### src/rtl/sar_search_4b_pkg.sv
// Shared types and constants for the successive-approximation search controller.
// The comparator result is one-hot {gt, eq, lt}, seen from the target's side.
package sar_search_4b_pkg;

   typedef enum logic [1:0] {
      IDLE,
      TEST,
      VERIFY,
      DONE
   } sar_state_t;

   typedef logic [2:0] cmp_t;

   localparam cmp_t CMP_GT = 3'b100;
   localparam cmp_t CMP_EQ = 3'b010;
   localparam cmp_t CMP_LT = 3'b001;

   // True only for one of the three legal comparator encodings.
   function automatic logic is_one_hot(input cmp_t v);
      return (v == CMP_GT) || (v == CMP_EQ) || (v == CMP_LT);
   endfunction

endpackage

### src/rtl/sar_search_4b_if.sv
// Controller-to-comparator bundle. The master side is the search controller,
// which owns guess and the status outputs; the slave side is the environment
// that supplies start and the comparator result.
interface sar_search_4b_if
   import sar_search_4b_pkg::*;
#(
   parameter int WIDTH = 4
);
   logic             start;
   cmp_t             cmp_res;
   logic [WIDTH-1:0] guess;
   logic             busy;
   logic             done;
   logic [WIDTH-1:0] result;
   logic             found;
   logic             err;

   modport master (
      input  start, cmp_res,
      output guess, busy, done, result, found, err
   );

   modport slave (
      output start, cmp_res,
      input  guess, busy, done, result, found, err
   );

endinterface

### src/rtl/sar_search_4b.sv
// Successive-approximation search: walks guess from the MSB down, keeping or
// clearing each bit from the comparator's verdict, exits early on equality,
// and confirms the final all-bits-decided value with one extra compare.
module sar_search_4b
   import sar_search_4b_pkg::*;
#(
   parameter int WIDTH = 4
)
(
   input logic             clk,
   input logic             rst,
   sar_search_4b_if.master bus
);

   localparam int               IDX_W      = $clog2(WIDTH);
   localparam logic [IDX_W-1:0] IDX_TOP    = IDX_W'(WIDTH - 1);
   localparam logic [WIDTH-1:0] GUESS_INIT = {1'b1, {(WIDTH-1){1'b0}}};

   sar_state_t       state, state_nxt;
   logic [WIDTH-1:0] guess, guess_nxt;
   logic [IDX_W-1:0] idx, idx_nxt;
   logic [WIDTH-1:0] result, result_nxt;
   logic             found, found_nxt;
   logic             err, err_nxt;
   logic             busy, busy_nxt;
   logic [WIDTH-1:0] trial;
   logic [IDX_W-1:0] idx_m1;

   // State and datapath registers; reset aborts any search without a done pulse.
   always_ff @(posedge clk or posedge rst) begin
      if (rst) begin
         state  <= IDLE;
         guess  <= '0;
         idx    <= '0;
         result <= '0;
         found  <= 1'b0;
         err    <= 1'b0;
         busy   <= 1'b0;
      end else begin
         state  <= state_nxt;
         guess  <= guess_nxt;
         idx    <= idx_nxt;
         result <= result_nxt;
         found  <= found_nxt;
         err    <= err_nxt;
         busy   <= busy_nxt;
      end
   end

   // Next-state and bit-decision logic; every register holds unless a state acts on it.
   always_comb begin
      state_nxt  = state;
      guess_nxt  = guess;
      idx_nxt    = idx;
      result_nxt = result;
      found_nxt  = found;
      err_nxt    = err;
      busy_nxt   = busy;
      trial      = guess;
      idx_m1     = idx - 1'b1;

      case (state)
         IDLE: begin
            if (bus.start) begin
               guess_nxt  = GUESS_INIT;
               idx_nxt    = IDX_TOP;
               result_nxt = '0;
               found_nxt  = 1'b0;
               err_nxt    = 1'b0;
               busy_nxt   = 1'b1;
               state_nxt  = TEST;
            end
         end

         TEST: begin
            if (!is_one_hot(bus.cmp_res)) begin
               err_nxt    = 1'b1;
               found_nxt  = 1'b0;
               result_nxt = guess;
               state_nxt  = DONE;
            end else if (bus.cmp_res == CMP_EQ) begin
               result_nxt = guess;
               found_nxt  = 1'b1;
               state_nxt  = DONE;
            end else begin
               if (bus.cmp_res == CMP_LT) begin
                  trial[idx] = 1'b0;
               end
               if (idx != '0) begin
                  trial[idx_m1] = 1'b1;
                  idx_nxt       = idx_m1;
               end else begin
                  state_nxt = VERIFY;
               end
               guess_nxt = trial;
            end
         end

         VERIFY: begin
            found_nxt  = (bus.cmp_res == CMP_EQ);
            err_nxt    = !is_one_hot(bus.cmp_res);
            result_nxt = guess;
            state_nxt  = DONE;
         end

         DONE: begin
            busy_nxt  = 1'b0;
            state_nxt = IDLE;
         end

         default: begin
            state_nxt = IDLE;
         end
      endcase
   end

   assign bus.guess  = guess;
   assign bus.busy   = busy;
   assign bus.done   = (state == DONE);
   assign bus.result = result;
   assign bus.found  = found;
   assign bus.err    = err;

endmodule

### src/flat_wrapper.sv
// flat-port wrapper written by rule: the top's interface ports become plain ports
module sar_search_4b_flat import sar_search_4b_pkg::*;
#(
   parameter int WIDTH = 4
)
  (clk, rst, bus_start, bus_cmp_res, bus_guess, bus_busy, bus_done, bus_result, bus_found, bus_err);
  sar_search_4b_if #(.WIDTH(WIDTH)) bus_i ();
  input logic clk;
  input logic rst;
  input wire logic [$bits(bus_i.start)-1:0] bus_start;
  input wire logic [$bits(bus_i.cmp_res)-1:0] bus_cmp_res;
  output wire logic [$bits(bus_i.guess)-1:0] bus_guess;
  output wire logic [$bits(bus_i.busy)-1:0] bus_busy;
  output wire logic [$bits(bus_i.done)-1:0] bus_done;
  output wire logic [$bits(bus_i.result)-1:0] bus_result;
  output wire logic [$bits(bus_i.found)-1:0] bus_found;
  output wire logic [$bits(bus_i.err)-1:0] bus_err;
  assign bus_i.start = bus_start;
  assign bus_i.cmp_res = bus_cmp_res;
  assign bus_guess = bus_i.guess;
  assign bus_busy = bus_i.busy;
  assign bus_done = bus_i.done;
  assign bus_result = bus_i.result;
  assign bus_found = bus_i.found;
  assign bus_err = bus_i.err;
  sar_search_4b #(.WIDTH(WIDTH)) u_core (.clk(clk), .rst(rst), .bus(bus_i));
endmodule
### config.mk
export PLATFORM = sky130hd
export DESIGN_NAME = sar_search_4b_flat
export DESIGN_NICKNAME = d
export VERILOG_FILES = /design/src/rtl/sar_search_4b_pkg.sv /design/src/rtl/sar_search_4b_if.sv /design/src/rtl/sar_search_4b.sv /design/src/flat_wrapper.sv
export SDC_FILE = /design/constraint.sdc
export NUM_CORES = 1
export LEC_CHECK = 0
export CAP_MARGIN = 10
export CORE_UTILIZATION = 45
export DETAILED_ROUTE_END_ITERATION = 16
export PLACE_DENSITY = 0.71
export SYNTH_ARGS = -nofsm -noshare
export SYNTH_HDL_FRONTEND = slang
export SYNTH_SLANG_ARGS = --single-unit
### constraint.sdc
create_clock -name clk -period 2.17 [get_ports clk]
set_input_delay 0.651 -clock clk [delete_from_list [all_inputs] [get_ports clk]]
set_output_delay 0.651 -clock clk [all_outputs]
set_load 0.02 [all_outputs]
# ---- Word level (Yosys, flattened, before mapping)
# Cells that the tools add are included.
dict set report totals {
  regBits 15
  latch_bits 0
  ramBits 0
  rom_bits 0
  inputBits 6
  memories 0
}
dict set report classes {
  addsub 1
  mul 0
  div_mod_pow 0
  magnitude_cmp 4
  eq_ne 13
  n_shift 0
  mux 35
  bitwise_logic 3
  reduce_logical 16
}
# cell n
set op_table {}
lappend op_table {{$mux 4} 11}
lappend op_table {{$mux 2} 8}
lappend op_table {{$pmux 4 s3} 1}
lappend op_table {{$pmux 2 s4} 1}
lappend op_table {{$pmux 4 s2} 1}
lappend op_table {{$mux 1} 7}
lappend op_table {{$lt 2x3->1 const B} 2}
lappend op_table {{$ne 2x2->1 const B} 3}
lappend op_table {{$pmux 1 s3} 2}
lappend op_table {{$reduce_and 3->1} 2}
lappend op_table {{$reduce_bool 2->1} 3}
lappend op_table {{$reduce_and 5->1} 1}
lappend op_table {{$and 4x4->4} 1}
lappend op_table {{$demux 1 s2} 2}
lappend op_table {{$eq 2x2->1 const B} 2}
lappend op_table {{$ge 2x1->1 const B} 2}
lappend op_table {{$ne 2x1->1 const B} 2}
lappend op_table {{$ne 4x3->1 const B} 1}
lappend op_table {{$not 4->4} 1}
lappend op_table {{$or 4x4->4} 1}
lappend op_table {{$pmux 2 s2} 1}
lappend op_table {{$reduce_and 2->1} 2}
lappend op_table {{$reduce_and 4->1} 1}
lappend op_table {{$eq 3x1->1 const B} 1}
lappend op_table {{11 further kinds} 13}

# ---- Depth between registers and ports, before layout
# Gate-level depths: netlist (run 1).
dict set report depth {
  ltp_word 15
  depth_mapped 7
  depth_no_buf 6
}

# ---- Least setup slack after synthesis (run 1)
# OpenSTA, ideal clock, no wires.
dict set report synth_path {
  kind {flip-flop to flip-flop}
  from {register u_core.state[0]}
  to {register u_core.guess[1] (netlist: u_core.bus.guess[1])}
  arrival_time_ns 1.582
  required_time_ns 2.044
  slack_ns 0.462
  path_stages_with_launch 6
  n_path_buf 0
  period_less_slack_ns 1.708
  path_cell_list {dfrtp_1 -> inv_1 -> ha_1 -> nor2b_1 -> o31a_1 -> a221o_1}
}
dict set report synth_between {
  elab_chain_len 3
}
# item line_no
set synth_rtl {}
lappend synth_rtl {{start, declared} sar_search_4b.sv:19} ;# sar_state_t state, state_nxt;
lappend synth_rtl {{start signal, assigned} sar_search_4b.sv:40} ;# state <= state_nxt;
lappend synth_rtl {{$eq 2x1->1 or $logic_not 2->1 (tied branches)} sar_search_4b.sv:62} ;# case (state)
lappend synth_rtl {{$ne 2x2->1 (no source line), or another cell as far along} -}
lappend synth_rtl {{$reduce_and 4->1 (no source line)} -}
lappend synth_rtl {{end signal, assigned} sar_search_4b.sv:41} ;# guess <= guess_nxt;
lappend synth_rtl {{end, declared} sar_search_4b.sv:20} ;# logic [WIDTH-1:0] guess, guess_nxt;
# Parallel ways exist; a longest one is shown, timed or not.
# A chain may end at the register's enable or synchronous reset.

# ---- Worst setup path in the final report (run 1)
dict set report layout_path {
  from {register u_core.state[0]}
  to {output port bus_done}
}
dict set report layout_between {
  elab_chain_len 1
}
# item line_no
set layout_rtl {}
lappend layout_rtl {{$eq 2x2->1} sar_search_4b.sv:119} ;# assign bus.done = (state == DONE);
lappend layout_rtl {{end, declared} flat_wrapper.sv:14} ;# output wire logic [$bits(bus_i.done)-1:0] bus_done;
# Every way passes these cells.

==> results of run 1 <==
metal layers:
| metal | vias up | global-route usage [%] | part of all wire, % |
|---|---|---|---|
| met5 | - | 0 | 0 |
| li1 | 417 | - | - |
| met4 | 0 | 10.56 | 1.3 |
| met2 | 19 | 36.99 | 50 |
| met3 | 4 | 3.774 | 2.6 |
| met1 | 401 | 26.28 | 46 |
kinds of logic after synthesis:
kind of cell | Yosys count | synth area share [%]
AOI/OAI and AO/OA | 31 | 21.55
and+or+nand+nor | 34 | 19.55
adders and majority gates | 8 | 10.71
buffers and inverters | 8 | 3.213
DFF | 15 | 40.16
xor gates and xnor gates | 2 | 2.678
muxes | 2 | 2.142
report_power, final:
part           total (W)  internal, W  switching, W
clock network   0.000164    0.0000685     0.0000957
registers       0.000487     0.000388     0.0000991
logic           0.000948     0.000418      0.000530
total            0.00160     0.000875      0.000725
through the flow:
step | instance area, µm² | hold WS [ns] | utilization, % | cells | TNS (ns)
2_1_floorplan | 934.6 | 0.5525 | - | 100 | 0
3_3_place_gp | 1202 | 0.4679 | 61.29 | 152 | -0.01700
3_5_place_dp | 1202 | 0.4748 | 61.29 | 152 | -0.09495
4_1_cts | 1229 | 0.4966 | 62.63 | 156 | 0
5_1_grt | 1229 | 0.5344 | 62.63 | 156 | 0
6_report | 1229 | 0.4902 | 62.63 | 156 | 0
how the worst max path moves through the flow:
| stage | from | endpoint | cells after the start | slack [ns] |
|---|---|---|---|---|
| after CTS | u_core.state[0]$_DFFE_PP0P_ | bus_done | 2 | 0.14 |
| after detailed placement | bus_cmp_res[2] | u_core.bus.guess[1]$_DFFE_PP0P_ | 4 | -0.07 |
| after global placement | bus_cmp_res[2] | u_core.bus.guess[1]$_DFFE_PP0P_ | 4 | -0.01 |
| after floorplan | u_core.state[0]$_DFFE_PP0P_ | u_core.bus.guess[1]$_DFFE_PP0P_ | 5 | 0.46 |
| after global routing | u_core.state[0]$_DFFE_PP0P_ | bus_done | 2 | 0.06 |
| final | u_core.state[0]$_DFFE_PP0P_ | bus_done | 2 | 0.14 |
timing repair:
item	in CTS	in global routing
setup buffers	0	0
setup endpoints to repair	1	0
resized for setup	1	0
hold endpoints to repair	0	0
sequential cells by signal, indices dropped and copies added, names as in the netlist:
register and flops:
u_core.bus.guess 4, u_core.bus.result 4, u_core.idx 2, u_core.state 2
u_core.bus.busy 1, u_core.bus.err 1, u_core.bus.found 1
final cells by class:
type	count	share of cell area, %
Clock inverter	1	0.4073
Tap cell	27	2.749
Multi-Input combinational cell	77	43.08
Sequential cell	15	30.55
Inverter	7	2.138
Clock buffer	3	1.833
Timing Repair Buffer	26	19.25
cells in the final DEF, fill, tap and decap left out, types with 4 or more instances in the layout:
master,n
inv_1,7
nor2_1,5
ha_1,8
nand2_1,13
a21oi_1,4
clkdlybuf4s50_1,16
o21ai_0,13
dfrtp_1,15
buf_4,9
critical path, cell delays in order, from the launching register on:
cell           delay, ns
dfrtp_1             0.47
ha_1                0.27
dlygate4sd2_1       0.35
==> results.tsv, run 1 <==
stage	metric	value	unit
run_status	status	finished clean	
worst_setup_path	Max FO, Critical Path	6	
layout	Reg area	375.4	µm²
yosys	Synth warnings	0	
power	Static Leak	0.5704	nW
timing	Fmax	0.4925	GHz
floorplan	# rows	16	
drt	vias per cell	5.391	
grt	first-pass GRT wire length	3.374	mm
layout	Multi-input gate area	529.3	µm²
clock_tree	TritonCTS Buffers	3	
drt	via count of the routed design	841	
layout	n_diodes	0	
timing	final hold violations	0	
yosys	Post-synth EDFFs	0	
yosys	Yosys cell types	32	
clock_tree	H-tree depth	1	
timing	worst setup margin	0.1396	ns
grt	largest net degree at the start of global routing	16	
grt	grt ovf	0	
timing	Pins Over Slew Limit	0	
yosys	Net Count, Synth	114	
power	maximum vdd drop	1015	µV
yosys	syn avg cell area	9.346	µm²
power	Power, Total	0.001600	W
worst_setup_path	arrival time of the worst setup path	1.38	ns
worst_hold_path	hold_sp	u_core.bus.result[0]$_DFFE_PP0P_	
timing	Worst-Margin Slew	0.5624	ns
floorplan	starting density of the core	47.64	%
yosys	Synth area leaders	dfrtp_1, ha_1, o21ai_0	
floorplan	Die X-Extent	47.58	µm
placement	gpl congestion	0.8728	
run	max-cap viol count	0	
drt	Detailed Route WL	2.153	mm
yosys	most numerous cell in the Yosys netlist	dfrtp_1	
floorplan	Die Footprint	0.002263	mm²
worst_setup_path	Crit Path Class	reg -> out	
timing	Slew Limit Headroom	62.47	%
layout	Nets	144	
clock_tree	Skew-Pair Late Insertion Delay	0.29	ns
timing	worst clock skew	0.006796	ns
timing	final setup vio count	0	
drt	DRT Pass-1 Iters	4	
drt	wire per inst	13.80	µm
yosys	sequential-to-total area share from yosys stat	40.16	%
worst_setup_path	R2R Setup Slk	0.26	ns
yosys	synth cell count leaders	dfrtp_1, nand2_1, o21ai_0	
drt	Final ANT Viol Nets	0	
worst_hold_path	Hold Crit Class	reg -> reg	
layout	share of cells above drive strength 1	14.73	%
grt	vias in the first global route	790	
worst_setup_path	crit start category	flip-flop	
placement	Port Buffer Count	17	
clock_tree	hold_buf cts	0	
timing	fin crit period	2.030	ns
timing	period utilisation layout	93.57	%
floorplan	CORE AREA	0.001962	mm²
placement	pre-CTS setup slack	-0.06679	ns
drt	Iteration-0 DRC Markers	17	
power	Power Density	1302	mW/mm²
clock_tree	register clock-pin slew on the reported worst setup and hold paths	0.10	ns
layout	Filler Cell Count	181	
floorplan	# IOs	18	
timing	unrepaired setup endpoints after global routing	no	
clock_tree	Clock Tree Root	clkbuf_4	
worst_setup_path	reg2reg path depth	5	
yosys	top-area cell type share of the netlist area	40.16	%
clock_tree	largest buffer count on any clock path	2	
yosys	register bit total from synthesis	15	
grt	initial antenna violation count	0	
floorplan	die height	47.58	µm
placement	hpwl dp	1.686	mm
worst_setup_path	worst r2r src	u_core.state[0]$_DFFE_PP0P_	
clock_tree	Clock Sinks	15	
yosys	Mapped Cells	100	
clock_tree	CTS tree	built	
worst_setup_path	Critical Path Sink Type	output pin	
grt	Total GRT Usage	21.64	%
yosys	mapped cell area	934.6	µm²
worst_hold_path	hold depth	2	
yosys	dominant synthesized flop cell	dfrtp_1	
worst_setup_path	reg-to-reg endpoint	u_core.bus.guess[1]$_DFFE_PP0P_	
worst_setup_path	Worst Path Required	1.52	ns
worst_hold_path	end of the worst hold path	u_core.bus.result[0]$_DFFE_PP0P_	
layout	Layout area overhead	31.46	%
drt	DR DRC count	0	
yosys	largest area contributor in the synthesized netlist	dfrtp_1	
yosys	Post-synth ARST share	100.0	%
No activity file was read; power rests on OpenSTA's default activity.
==> run 2: changes to the inputs <==
Clock period 2.17 ns to 2.5 ns, I/O delays scaled along.
==> results.tsv, run 2 (synthesized netlist as in run 1, its figures left out) <==
stage	metric	value	unit	change
run_status	status	finished clean		unchanged
floorplan	die height	47.58	µm	unchanged
placement	placed insts	144		was 152
grt	largest net degree at the start of global routing	16		unchanged
layout	most frequent cells in the layout	clkdlybuf4s50_1, dfrtp_1, nand2_1, o21ai_0, ha_1		was clkdlybuf4s50_1, dfrtp_1, nand2_1, o21ai_0, buf_4
layout	share of cells above drive strength 1	8.264	%	was 14.73%
layout	Largest regs	u_core.bus.guess (4), u_core.bus.result (4)		unchanged
timing	Pins Over Slew Limit	0		unchanged
timing	final hold violations	0		unchanged
worst_setup_path	Worst Path Required	1.75	ns	was 1.52 ns
grt	initial antenna violation count	0		unchanged
worst_hold_path	Hold Crit Class	reg -> reg		unchanged
clock_tree	Post-CTS Setup Repair Bufs	0		unchanged
clock_tree	hold_buf cts	0		unchanged
power	Power Density	1147	mW/mm²	was 1302 mW/mm²
power	Static Leak	0.5257	nW	was 0.5704 nW
timing	Fmax	0.4175	GHz	
clock_tree	largest buffer count on any clock path	2		unchanged
timing	TNS Setup	0	ns	unchanged
worst_setup_path	slowest cell delay on critical path	0.63	ns	was 0.47 ns
worst_setup_path	WP buf/inv	1		unchanged
worst_setup_path	Crit Path Class	reg -> out		unchanged
drt	via count of the routed design	822		was 841
worst_setup_path	Critical Path Sink Type	output pin		unchanged
drt	Detailed Route WL	1.991	mm	was 2.153 mm
grt	vias in the first global route	786		was 790
layout	commonest non-fill, non-tap cell in the layout	clkdlybuf4s50_1		unchanged
placement	gpl congestion	0.8054		was 0.8728
floorplan	CORE AREA	0.001962	mm²	unchanged
timing	worst clock skew	0.005662	ns	was 0.006796 ns
timing	unrepaired setup endpoints after global routing	no		unchanged
grt	Total GRT Usage	20.59	%	was 21.64%
clock_tree	Clock Sinks	15		unchanged
floorplan	# rows	16		unchanged
drt	Final ANT Viol Nets	0		unchanged
layout	Nets	136		was 144
clock_tree	CTS tree	built		unchanged
layout	Cell Count, Final, Fillers Out	148		was 156
floorplan	# IOs	18		unchanged
placement	hpwl dp	1.554	mm	was 1.686 mm
grt	first-pass GRT wire length	3.284	mm	was 3.374 mm
timing	Worst-Margin Slew	0.5434	ns	was 0.5624 ns
placement	Port Buffer Count	17		unchanged
timing	fin crit period	2.395	ns	
drt	Iteration-0 DRC Markers	10		was 17
run	max-cap viol count	0		unchanged
drt	DRT Pass-1 Iters	3		was 4
clock_tree	H-tree depth	1		unchanged
worst_setup_path	crit start category	flip-flop		unchanged
worst_setup_path	cells along the critical path	ha_1 -> clkdlybuf4s50_1		was ha_1 -> dlygate4sd2_1
timing	final setup vio count	0		unchanged
clock_tree	CTS resizes	0		was 1
worst_setup_path	Crit path max-delay family	buffers and inverters		was flip-flops
worst_setup_path	arrival time of the worst setup path	1.65	ns	was 1.38 ns
layout	Filler Cell Count	190		was 181
layout	n_diodes	0		unchanged
clock_tree	Clock Tree Root	clkbuf_4		unchanged
worst_setup_path	Max FO, Critical Path	6		unchanged
power	maximum vdd drop	594.3	µV	was 1015 µV
power	Power, Total	0.001340	W	was 0.001600 W
layout	Layout area overhead	25.03	%	was 31.46%
drt	wire per inst	13.45	µm	was 13.80 µm
grt	grt ovf	0		unchanged
floorplan	starting density of the core	47.64	%	unchanged
floorplan	Die X-Extent	47.58	µm	unchanged
floorplan	Die Footprint	0.002263	mm²	unchanged
clock_tree	register clock-pin slew on the reported worst setup and hold paths	0.09	ns	was 0.10 ns
timing	Min Hold Slack	0.4872	ns	was 0.4902 ns
timing	period utilisation layout	95.81	%	
worst_setup_path	CP max-delay cell	clkdlybuf4s50_1		was dfrtp_1
drt	DR DRC count	0		unchanged
timing	Slew Limit Headroom	63.73	%	was 62.47%
layout	fin util	59.57	%	was 62.63%
clock_tree	TritonCTS Buffers	3		unchanged
clock_tree	Skew-Pair Late Insertion Delay	0.28	ns	was 0.29 ns
drt	vias per cell	5.554		was 5.391
run 2: per-stage QoR:
step	setup WS, ns	instance area [µm²]
CTS	0.1004	1169
detailed placement	0.1600	1142
floorplan	0.7918	934.6
finish	0.1047	1169
global route	0.02284	1169
global placement	0.1908	1142
run 2: final cells by class:
cell class	instances	area [µm²]	share of cell area [%]
multi-input cells	77	529.3	45.29
clock buffers	4	26.28	2.248
repair buffers	18	177.7	15.20
inverters	7	26.28	2.248
well taps	27	33.78	2.891
flip-flops and latches	15	375.4	32.12
run 2: report_power, final:
part	leakage (nW)	switching (W)	internal, W
clock	0.0150	0.0000788	0.0000619
sequential	0.184	0.0000817	0.000337
combinational	0.327	0.000444	0.000338
run 2: worst paths after layout:
kind                                                  startpoint                          endpoint  slack (ns)  cells after the start
worst min-delay path            u_core.bus.result[0]$_DFFE_PP0P_  u_core.bus.result[0]$_DFFE_PP0P_        0.49                      2
max in group asynchronous                                    rst         u_core.idx[1]$_DFFE_PP0P_        1.32                      2
worst max register to register       u_core.state[1]$_DFFE_PP0P_   u_core.bus.guess[1]$_DFFE_PP0P_        0.50                      5
worst max-delay path                 u_core.state[0]$_DFFE_PP0P_                          bus_done        0.10                      2
worst min register to register  u_core.bus.result[0]$_DFFE_PP0P_  u_core.bus.result[0]$_DFFE_PP0P_        0.49                      2
min in group asynchronous                                    rst        u_core.bus.err$_DFFE_PP0P_        0.81                      2
run 2: worst register-to-register path, stage by stage, from the launching register on:
cell and delay (ns):
dfrtp_1 0.42, inv_1 0.11, ha_1 0.43, nand2b_1 0.25, o31a_1 0.33, a221o_1 0.35
run 2: layer usage:
metal | vias up | GRT usage (%) | part of all wire [%]
li1 | 400 | - | -
met1 | 397 | 26.16 | 48
met2 | 19 | 34.25 | 47
met3 | 6 | 3.774 | 2.9
met4 | 0 | 8.889 | 2.4
met5 | - | 0 | 0
==> run 3: changes to the inputs <==
Settings changed: CTS_CLUSTER_DIAMETER set to 150.
==> results of run 3 <==
No change in the layout: final DEF, timing and power equal those of run 2.
